[src/rtl/red_pitaya_fads_sort_sched.sv]
// FADS sort-pulse scheduler: timestamps sort requests, queues them and fires one
// guarded trigger pulse per request. Define FADS_SORT_SCHED_STATS_EN for statistics counters.
module red_pitaya_fads_sort_sched #(
  parameter int unsigned DEPTH_LOG2 = 3,
  parameter int unsigned TW         = 32
) (
  input  logic                  adc_clk_i,
  input  logic                  adc_rstn_i,
  input  logic                  req_i,
  input  logic                  enable_i,
  input  logic                  flush_i,
  input  logic [TW-1:0]         delay_i,
  input  logic [TW-1:0]         pulse_len_i,
  input  logic [TW-1:0]         guard_i,
  output logic                  sort_trig_o,
  output logic                  busy_o,
  output logic [DEPTH_LOG2:0]   fifo_count_o,
  output logic [TW-1:0]         fired_cnt_o,
  output logic [TW-1:0]         dropped_cnt_o,
  output logic [TW-1:0]         late_cnt_o
);

  localparam int unsigned DEPTH = 1 << DEPTH_LOG2;

  typedef enum logic [1:0] {IDLE, PULSE, GUARD} state_t;

  state_t                state_q, state_d;
  logic [TW-1:0]         now_q;
  logic [TW-1:0]         cnt_q, cnt_d;
  logic [TW-1:0]         mem [DEPTH];
  logic [DEPTH_LOG2-1:0] wr_ptr_q, rd_ptr_q;
  logic [DEPTH_LOG2:0]   count_q;
  logic                  trig_q, busy_q;
  logic                  full, empty, push, pop, head_due;
  logic [TW-1:0]         head, since_due;

  assign full      = count_q[DEPTH_LOG2];
  assign empty     = (count_q == '0);
  assign push      = req_i & enable_i & ~flush_i & ~full;
  assign head      = mem[rd_ptr_q];
  // Wrap-safe: head is due once the modular distance past it is non-negative.
  assign since_due = now_q - head;
  assign head_due  = ~since_due[TW-1];

  always_comb begin
    state_d = state_q;
    cnt_d   = cnt_q;
    pop     = 1'b0;
    case (state_q)
      IDLE: begin
        if (!empty && head_due) begin
          pop     = 1'b1;
          state_d = PULSE;
          cnt_d   = (pulse_len_i == '0) ? TW'(1) : pulse_len_i;
        end
      end
      PULSE: begin
        if (cnt_q == TW'(1)) begin
          cnt_d   = guard_i;
          state_d = (guard_i != '0) ? GUARD : IDLE;
        end else begin
          cnt_d = cnt_q - TW'(1);
        end
      end
      GUARD: begin
        if (cnt_q == TW'(1)) state_d = IDLE;
        else                 cnt_d   = cnt_q - TW'(1);
      end
      default: state_d = IDLE;
    endcase
    if (flush_i) begin
      state_d = IDLE;
      pop     = 1'b0;
    end
  end

  always_ff @(posedge adc_clk_i or negedge adc_rstn_i) begin
    if (!adc_rstn_i) begin
      now_q    <= '0;
      state_q  <= IDLE;
      cnt_q    <= '0;
      wr_ptr_q <= '0;
      rd_ptr_q <= '0;
      count_q  <= '0;
      trig_q   <= 1'b0;
      busy_q   <= 1'b0;
    end else begin
      now_q   <= now_q + TW'(1);
      state_q <= state_d;
      cnt_q   <= cnt_d;
      trig_q  <= (state_d == PULSE);
      busy_q  <= (state_d != IDLE);
      if (flush_i) begin
        wr_ptr_q <= '0;
        rd_ptr_q <= '0;
        count_q  <= '0;
      end else begin
        if (push) wr_ptr_q <= wr_ptr_q + DEPTH_LOG2'(1);
        if (pop)  rd_ptr_q <= rd_ptr_q + DEPTH_LOG2'(1);
        case ({push, pop})
          2'b10:   count_q <= count_q + (DEPTH_LOG2 + 1)'(1);
          2'b01:   count_q <= count_q - (DEPTH_LOG2 + 1)'(1);
          default: count_q <= count_q;
        endcase
      end
    end
  end

  always_ff @(posedge adc_clk_i) begin
    if (push) mem[wr_ptr_q] <= now_q + delay_i;
  end

  assign sort_trig_o  = trig_q;
  assign busy_o       = busy_q;
  assign fifo_count_o = count_q;

`ifdef FADS_SORT_SCHED_STATS_EN
  logic          drop, late;
  logic [TW-1:0] fired_q, dropped_q, late_q;

  // Full is judged on the count before any same-cycle pop.
  assign drop = req_i & enable_i & ~flush_i & full;
  assign late = (now_q != head);

  always_ff @(posedge adc_clk_i or negedge adc_rstn_i) begin
    if (!adc_rstn_i) begin
      fired_q   <= '0;
      dropped_q <= '0;
      late_q    <= '0;
    end else begin
      if (pop && fired_q != '1)         fired_q   <= fired_q + TW'(1);
      if (pop && late && late_q != '1)  late_q    <= late_q + TW'(1);
      if (drop && dropped_q != '1)      dropped_q <= dropped_q + TW'(1);
    end
  end

  assign fired_cnt_o   = fired_q;
  assign dropped_cnt_o = dropped_q;
  assign late_cnt_o    = late_q;
`else
  assign fired_cnt_o   = '0;
  assign dropped_cnt_o = '0;
  assign late_cnt_o    = '0;
`endif

endmodule

[config.mk]
export PLATFORM = sky130hd
export DESIGN_NAME = red_pitaya_fads_sort_sched
export DESIGN_NICKNAME = d
export VERILOG_FILES = /design/src/rtl/red_pitaya_fads_sort_sched.sv
export SDC_FILE = /design/constraint.sdc
export NUM_CORES = 1
export LEC_CHECK = 0
export BUFFER_PORTS_ARGS = -buffer_cell sky130_fd_sc_hd__buf_2
export CAP_MARGIN = 15
export CELL_PAD_IN_SITES_DETAIL_PLACEMENT = 1
export CELL_PAD_IN_SITES_GLOBAL_PLACEMENT = 2
export CORE_MARGIN = 2
export CORE_UTILIZATION = 41
export DETAILED_ROUTE_END_ITERATION = 10
export HOLD_SLACK_MARGIN = 0.06
export PLACE_DENSITY_LB_ADDON = 0.1
export SYNTH_ARGS = -nofsm -noshare
export SYNTH_HDL_FRONTEND = slang
export SYNTH_SLANG_ARGS = --single-unit
[constraint.sdc]
create_clock -name adc_clk_i -period 6.4 [get_ports adc_clk_i]
set_input_delay 0.64 -clock adc_clk_i [delete_from_list [all_inputs] [get_ports adc_clk_i]]
set_output_delay 0.64 -clock adc_clk_i [all_outputs]
set_load 0.01 [all_outputs]
**Word level (Yosys, flattened, before mapping)**

Memory sizes are Yosys's and may differ from the RTL's.
Index checks and enable logic that the tools add are counted.

- Flip-flop bits (word level): 78
- Memory bits (writable): 256
- Input bits: 101
- Output and inout bits: 102
- Word-level logic and storage cells: 65
- Memories kept: 1

Memory list:

| name | depth | bits a word | read ports | clocked after memory_dff | write ports | line | RTL |
|---|---|---|---|---|---|---|---|
| mem | 8 | 32 | 1 | 0 | 1 | 30 | `logic [TW-1:0] mem [DEPTH];` |

- Add/sub/neg operators: 8
- Equality and inequality tests: 8
- Muxes and demuxes: 22
- Bitwise gates (word level): 6
- Reductions and logical operators: 12

Operator list:

| kind | count |
|---|---|
| 32-bit 2-to-1 mux | 4 |
| 32-bit case mux with 3 select lines | 1 |
| 32-bit by 1-bit adder with 32-bit output, second input constant | 1 |
| 32-bit adder | 1 |
| 32-bit by 1-bit equality test with 1-bit output, second input constant | 1 |
| 32-bit zero test | 1 |
| 32-bit nonzero test | 1 |
| 32-bit by 1-bit subtractor with 32-bit output, second input constant | 1 |
| 32-bit subtractor | 1 |
| 3-bit 2-to-1 mux | 4 |
| 2-bit 2-to-1 mux | 5 |
| 4-bit case mux with 2 select lines | 1 |
| 3-bit by 1-bit adder with 3-bit output, second input constant | 2 |
| 2-bit by 1-bit equality test with 1-bit output, second input constant | 3 |
| 2-bit case mux with 3 select lines | 1 |
| 2-bit nonzero test | 3 |
| 3-bit nonzero test | 2 |
| 1-bit 2-to-1 mux | 5 |
| 4-bit by 1-bit adder with 4-bit output, second input constant | 1 |
| 2-bit equality test, second input constant | 2 |
| 4-bit zero test | 1 |
| 4-bit 2-to-1 mux | 1 |
| 2-bit inequality test, second input constant | 2 |
| 4-bit by 1-bit subtractor with 4-bit output, second input constant | 1 |
| other kinds (6) | 10 |

**Logic depth before layout (Yosys ltp)**

Gate-level depths: netlist (run 1).
An unclocked memory read counts as a cell.

- Depth after elaboration: 10
- Gate-level depth with buffers: 20
- Gate-level depth less buffers: 17

**Worst setup path before layout (run 1)**

Ideal clock, no wire load.

- Path type: reg-to-reg
- From: reg rd_ptr_q[0]
- To: reg count_q[3] (netlist: fifo_count_o[3])
- Setup time: 0.078 ns
- Arrival: 4.730 ns
- Data required time: 6.322 ns
- Slack: 1.592 ns
- Stages on the path, launching flop included: 21
- Path buffers: 3
- Period minus slack after synthesis: 4.808 ns
- Cells stage by stage: dfrtp_1 > buf_6 > buf_1 > mux4_2 > mux2i_1 > ha_1 > a21oi_1 > o21ai_0 > a221o_1 > a2111o_1 > nor3_1 > or2_1 > buf_4 > nand2_1 > nor2_1 > ha_1 > a21o_1 > a21o_1 > nor3_1 > a21oi_1 > a21oi_1

- Longest elaborated chain between the ends: 10
- Elaborated cells between the ends (all ways): 12
- Those cells by class: add/sub: 1; eq/ne: 2; mux: 5; bitwise: 1; reduce/logical: 2; memory: 1

RTL lines:

| item | line | RTL |
|---|---|---|
| start, declared | 31 | `logic [DEPTH_LOG2-1:0] wr_ptr_q, rd_ptr_q;` |
| start signal, assigned | 99 | `if (pop) rd_ptr_q <= rd_ptr_q + DEPTH_LOG2'(1);` |
| memory read 8 x 32 bit * | n/a |  |
| 32-bit subtractor * | 42 | `assign since_due = now_q - head;` |
| 1-bit inverter * | 43 | `assign head_due = ~since_due[TW-1];` |
| 1-bit logical AND * | 51 | `if (!empty && head_due) begin` |
| 1-bit 2-to-1 mux * | 51 |  |
| 1-bit 2-to-1 mux * | 49 | `case (state_q)` |
| 1-bit 2-to-1 mux * | 71 | `if (flush_i) begin` |
| 2-bit by 1-bit equality test with 1-bit output / 2-bit equality test (equally long branches) | 100 | `case ({push, pop})` |
| 4-bit case mux with 2 select lines | 100 |  |
| 4-bit 2-to-1 mux | 93 | `if (flush_i) begin` |
| end signal, assigned | 101 | `2'b10: count_q <= count_q + (DEPTH_LOG2 + 1)'(1);` |
| end signal, assigned | 102 | `2'b01: count_q <= count_q - (DEPTH_LOG2 + 1)'(1);` |
| end signal, assigned | 103 | `default: count_q <= count_q;` |
| end, declared | 32 | `logic [DEPTH_LOG2:0] count_q;` |

Every way passes the cells marked *; elsewhere a longest branch is shown, timed or not.
A chain may end at the register's enable or synchronous reset.

**Worst setup path after layout (run 1)**

Same ends and word-level chain as after synthesis.

==> flow_summary.toml, run 1 <==
[finish]
mostFrequentLayoutCells = "256 x edfxtp_1, 105 x buf_2, 96 x conb_1, 79 x nor2_1, 78 x a21oi_1"
nets = 1587
layout_commonest_cell = "edfxtp_1"
diodes = 0
final_area_sq_um = 19600
drive_above_1_share = 0.217
area.growth.synth_to_final_pct = 12.6

[yosys]
synth_edf_count = 256
synthArstFlopShare = 0.234
ys_seq_area_frac = 0.554
yosys_warnings = 0
synthCells = 1291
avgSynthCellArea_sq_um = 13.5
yosys.cell_types.count = 70
ys_ff_latch = 334
synthFlopType = "edfxtp_1"
synth_area_sq_um = 17400

[placement]
postPlaceCellArea_sq_um = 18300
dp_hpwl_um = 29900
io_buffer_count = 106
place.gp.congestion = 0.756

[cts]
cts_root_buf = "clkbuf_16"
cts_max_level = 2
clock-sinks = 334
numCtsBuffers = 37
clock_tree.buffer_depth = 3
holdBufCountCts = 0
clkTransAtPathRegs_ps = 60
cts_setup_buffers = 0
cts_tree = "yes"
clk_latency_ps = 530
cts_resized = 0

[drt]
wire_per_inst_um = 22.3
routed_via_density = 5.42
ant_nets = 0
drtIter0Drc = 567
drc = 0
wl_um = 44100
first_pass_iters = 5
vias = 10722

[setup_path]
cp_data_required_time_ps = 6840
crit_fanout = 24
startpoint_type = "register"
reg2reg_slack_ps = 810
critPathCaptureType = "register"
reg2reg_to = "fifo_count_o[3]"
r2r_start = "rd_ptr_q[0]"
worstSetupEndpoint = "fifo_count_o[3]"
critPathLaunch = "rd_ptr_q[0]"
cp.arrival_ps = 6040
critical_path_class = "register to register"
rr_worst_depth = 18

[sta]
rsz0062_at_grt = "false"
post-route-min-period_ps = 5590
tightest_slew_ps = 1070
finalHoldViolations = 0
skew_ps = 23.8
setup_viol = 0
whs_ps = 80.5
slew_headroom = 0.280
setup_tns_ps = 0
max_freq_mhz = 179
slew_violations = 0
post-route-period-util = 0.874

[global_route]
grt_max_degree = 65
grt_overflow = 0
grt_antenna_before_repair = 0
first_global_vias = 11211
grt_use_total = 0.199
grt_pass1_wl_um = 66800

[die]
dieArea_sq_um = 44100
io_pins = 203
core_sq_um = 41900
rows = 75
start_util = 0.415
fp.dieW_um = 210
die-height_um = 210

[job]
max_cap_viol_count = 0

[run_status]
status = "complete, no violations"

[pwr]
power_density_nw_per_um2 = 340
cellLeakagePower_nw = 7.39
irDropWorstVdd_mv = 0.204

[min_path]
hp-class = "input pin to async pin"
[state kept, by name, indices dropped and copies added, names as in the netlist]
signal        cells
busy_o            1
cnt_q            32
mem             256
fifo_count_o      4
state_q           2
now_q            32
sort_trig_o       1
wr_ptr_q          3
rd_ptr_q          3
[area by class of cell]
| type | count | area, sq um |
|---|---|---|
| Inverter | 19 | 71.3 |
| Timing Repair Buffer | 129 | 768 |
| Tap cell | 539 | 674 |
| Clock buffer | 46 | 1000 |
| Multi-Input combinational cell | 890 | 7150 |
| Clock inverter | 21 | 300 |
| Fill cell | 4271 | 22300 |
| Sequential cell | 334 | 9650 |
[how the worst min path moves through the flow]
stage / slack [ps] / start / to / cells past startpoint
4_1_cts: 90 / adc_rstn_i / now_q[0] / 1
3_3_place_gp: 540 / cnt_q[11] / cnt_q[11] / 1
6_report: 80 / adc_rstn_i / fifo_count_o[0] / 1
5_1_grt: 100 / adc_rstn_i / now_q[0] / 1
3_5_place_dp: 540 / cnt_q[28] / cnt_q[28] / 2
2_1_floorplan: 340 / adc_rstn_i / busy_o / 0
[kinds of logic (layout without fill, tap and decap cells)]
| group | after synthesis | count (layout) | synth area share |
|---|---|---|---|
| other cells | 1 | 96 | 0.000215 |
| flops | 334 | 334 | 0.554 |
| xor+xnor | 88 | 88 | 0.0454 |
| compound gates | 200 | 200 | 0.0740 |
| simple gates | 299 | 299 | 0.0878 |
| fa+ha+maj | 75 | 75 | 0.0548 |
| mux | 132 | 132 | 0.125 |
| buf+inv | 162 | 215 | 0.0593 |
[per-layer routing]
| layer | up-vias | global-route usage | part of all wire |
|---|---|---|---|
| li1 | 5001 | - | - |
| met1 | 5420 | 0.261 | 0.44 |
| met5 | - | 0 | 0 |
| met4 | 0 | 0.0477 | 0.019 |
| met2 | 239 | 0.349 | 0.51 |
| met3 | 62 | 0.0307 | 0.039 |
[Yosys cell counts, drive strengths merged, types with 22 or more instances]
| cell type | number | area, sq um |
|---|---|---|
| dfrtp | 78 | 1950 |
| xor2 | 34 | 298 |
| nand3 | 29 | 145 |
| mux2 | 34 | 390 |
| nor2 | 85 | 319 |
| clkbuf | 24 | 90.1 |
| edfxtp | 256 | 7690 |
| nor4 | 27 | 190 |
| ha | 73 | 913 |
| a22oi | 22 | 165 |
| xnor2 | 54 | 492 |
| mux2i | 34 | 344 |
| o21ai | 23 | 115 |
| a21oi | 78 | 390 |
| nand2 | 50 | 188 |
| mux4 | 64 | 1440 |
| buf | 119 | 871 |
[worst max-delay path, stage by stage (launching register included)]
cell	delay, ps
dfrtp_4	770
buf_12	260
mux4_2	510
mux2i_1	160
ha_1	160
nand4_1	180
nor4_1	950
a2111oi_0	290
buf_4	230
a21oi_1	240
or2_1	390
nand2_1	90
nor2_1	240
ha_1	290
a21o_1	180
a21o_1	180
nor3_1	130
a21oi_1	90
a21oi_1	150
[metrics by stage]
stage	power, mW	utilization	setup slack, ps	std cells
after floorplan	4.09	-	1590	1386
after global placement	4.41	0.436	954	1910
after detailed placement	4.44	0.436	797	1910
after CTS	6.74	0.467	756	1977
after global routing	6.99	0.468	453	1978
final	6.67	0.468	808	1978
[where the power goes]
part           switching (mW)  leakage, nW  total (mW)  internal, mW
Combinational           0.839         3.45        1.67         0.831
Clock                   0.882        0.642        2.28          1.40
Sequential              0.204         3.30        2.72          2.51
Total                    1.93         7.39        6.67          4.75
No activity file was read; power rests on OpenSTA's default activity.
==> run 2, diff against run 1 <==
--- a/config.mk
+++ b/config.mk
@@ -5,12 +5,13 @@
 export SDC_FILE = /design/constraint.sdc
 export NUM_CORES = 1
 export LEC_CHECK = 0
+export ABC_AREA = 1
 export BUFFER_PORTS_ARGS = -buffer_cell sky130_fd_sc_hd__buf_2
 export CAP_MARGIN = 15
 export CELL_PAD_IN_SITES_DETAIL_PLACEMENT = 1
 export CELL_PAD_IN_SITES_GLOBAL_PLACEMENT = 2
 export CORE_MARGIN = 2
-export CORE_UTILIZATION = 41
+export CORE_UTILIZATION = 38
 export DETAILED_ROUTE_END_ITERATION = 10
 export HOLD_SLACK_MARGIN = 0.06
 export PLACE_DENSITY_LB_ADDON = 0.1
==> flow_summary.toml, run 2 <==
[die]
fp.dieW_um = 219
io_pins = 203
core_sq_um = 45600
die-height_um = 219
dieArea_sq_um = 48100
rows = 78
start_util = 0.387

[cts]
clock_tree.buffer_depth = 3
clk_latency_ps = 560
clkTransAtPathRegs_ps = 60
cts_resized = 0
cts_max_level = 2
cts_root_buf = "clkbuf_16"
holdBufCountCts = 0
cts_tree = "yes"
cts_setup_buffers = 0
clock-sinks = 334
numCtsBuffers = 39

[finish]
fill_cells = 5137
final_cells = 2503
final_area_sq_um = 19700
regMostFlops = "mem"
largest_reg_flops = 256
drive_above_1_share = 0.110
layout_commonest_cell = "edfxtp_1"
post-route-util = 0.432
diodes = 0
nets = 2050
reg_top3 = "mem: 256 flops, cnt_q: 32 flops, now_q: 32 flops"
mostFrequentLayoutCells = "256 x edfxtp_1, 240 x nor2_1, 223 x o21ai_0, 211 x nand2_1, 118 x inv_1"
area.growth.synth_to_final_pct = 11.8

[yosys]
ys_ff_latch = 334
muxShareOfSynthArea = 0
synth.top_cell.area_share = 0.436
yosys_warnings = 0
yosys.cell_types.count = 49
synth.most_common_cell = "edfxtp_1"
synth_compound_area_frac = 0.133
avgSynthCellArea_sq_um = 9.95
synth-xor-area-share = 0.0408
synth_area_sq_um = 17600
synthFlopType = "edfxtp_1"
ys_seq_area_frac = 0.547
synth-simple-area-share = 0.142
synth_edf_count = 256
synthCells = 1771
synth_top_family_by_area = "simple AND/OR/NAND/NOR gates"
synthTopCellsByArea = "edfxtp_1 44%, dfrtp_1 11%, o21ai_0 6.3%"
synth-adder-area-share = 0.0541
synth_commonest_cells = "256 x edfxtp_1, 248 x nor2_1, 223 x o21ai_0"
yosysTopAreaCell = "edfxtp_1"
synthArstFlopShare = 0.234

[pwr]
irDropWorstVdd_mv = 0.203
cellLeakagePower_nw = 7.87
power_density_nw_per_um2 = 324

[drt]
drtIter0Drc = 842
vias = 13127
first_pass_iters = 4
routed_via_density = 5.24
ant_nets = 0
wire_per_inst_um = 21.1
drc = 0
wl_um = 52800

[sta]
setup_viol = 0
max_freq_mhz = 211
setup_tns_ps = 0
whs_ps = 104
post-route-period-util = 0.740
slew_headroom = 0.389
rsz0062_at_grt = "false"
tightest_slew_ps = 917
skew_ps = 25.9
finalHoldViolations = 0
post-route-min-period_ps = 4740
slew_violations = 0

[global_route]
grt_antenna_before_repair = 0
grt_overflow = 0
grt_use_total = 0.221
grt_pass1_wl_um = 80700
first_global_vias = 13479
grt_max_degree = 80

[setup_path]
cp_slowest_stage_delay_ps = 480
critPathLaunch = "rd_ptr_q[0]"
crit_fanout = 79
path_cells = "clkinv_2 > buf_12 > o21ai_0 > o221ai_1 > o21ai_0 > ha_1 > nand2_1 > nor2_1 > nand4_1 > nor4_1 > nand2_1 > nand3_1 > nand4_1 > nor2_1 > ha_1 > a21oi_1 > nand2_1 > xor2_1 > inv_1 > nand3_1 > nand2_1 > nand2_1 > nand2_1"
cp.arrival_ps = 5180
cpMostUsedCell = "nand2_1"
critPathCaptureType = "register"
cp_data_required_time_ps = 6840
reg2reg_to = "fifo_count_o[3]"
worstSetupEndpoint = "fifo_count_o[3]"
r2r_start = "rd_ptr_q[0]"
rr_worst_depth = 23
critical_path_class = "register to register"
cpMaxStageDelayCell = "dfrtp_4"
reg2reg_slack_ps = 1660
startpoint_type = "register"

[run_status]
status = "complete, no violations"

[job]
max_cap_viol_count = 0

[placement]
place.gp.congestion = 0.803
io_buffer_count = 106
postPlaceCellArea_sq_um = 18500
dp_hpwl_um = 36100
place_inst = 2433

[min_path]
hp-class = "input pin to async pin"
run 2: cell count changes in the layout (fill, tap and decap cells not counted), moves of 32 or more:
cell,change
o21ai_0,+200
nand2_1,+161
nor2_1,+161
inv_1,+99
mux4_2,-64
xnor2_1,-35
mux2i_1,-33
mux2_2,-32
run 2: worst max-delay path, delay by kind of cell (launching register included):
kind / cells / cell delay, ps
adders and majority gates: 2 / 670
DFF: 1 / 480
AOI/OAI and AO/OA: 4 / 650
and+or+nand+nor: 13 / 1880
buffers and inverters: 3 / 690
xor gates and xnor gates: 1 / 170
run 2: power by group:
part / internal, mW / total [mW] / switching [mW]
Combinational: 0.496 / 1.66 / 1.16
Clock: 1.22 / 2.12 / 0.893
Sequential: 2.49 / 2.61 / 0.118
Total: 4.21 / 6.39 / 2.17
run 2: kinds of logic (layout without fill, tap and decap cells):
| logic type | after synthesis | after routing |
|---|---|---|
| other | 1 | 96 |
| DFF | 334 | 334 |
| adders and majority gates | 75 | 75 |
| xor gates and xnor gates | 82 | 82 |
| buffers and inverters | 281 | 318 |
| and+or+nand+nor | 590 | 590 |
| AOI/OAI and AO/OA | 408 | 408 |
run 2: metal layers:
| layer | global-route usage | part of all wire | vias up |
|---|---|---|---|
| li1 | - | - | 6270 |
| met1 | 0.318 | 0.49 | 6577 |
| met2 | 0.352 | 0.46 | 217 |
| met3 | 0.0262 | 0.031 | 63 |
| met4 | 0.0610 | 0.021 | 0 |
| met5 | 0 | 0 | - |
run 2: layout make-up:
cell class | count | area [sq um] | share of cell area
Inverter | 120 | 452 | 0.0229
Tap cell | 600 | 751 | 0.0381
Sequential cell | 334 | 9650 | 0.490
Multi-Input combinational cell | 1251 | 6950 | 0.353
Clock buffer | 54 | 1080 | 0.0551
Timing Repair Buffer | 128 | 711 | 0.0361
Clock inverter | 16 | 100 | 0.00508
run 2: how the worst min path moves through the flow:
stage	slack [ps]	startpoint	to
after floorplan	340	adc_rstn_i	busy_o
after global placement	480	now_q[0]	now_q[0]
after detailed placement	500	now_q[0]	now_q[0]
after CTS	120	adc_rstn_i	cnt_q[13]
after global routing	140	adc_rstn_i	cnt_q[13]
final	100	adc_rstn_i	cnt_q[13]
run 2: stage by stage:
step	power, mW	setup WS [ps]
floorplan	3.85	2580
global placement	4.29	1680
detailed placement	4.33	1650
CTS	6.47	1610
global route	6.78	1160
finish	6.39	1660
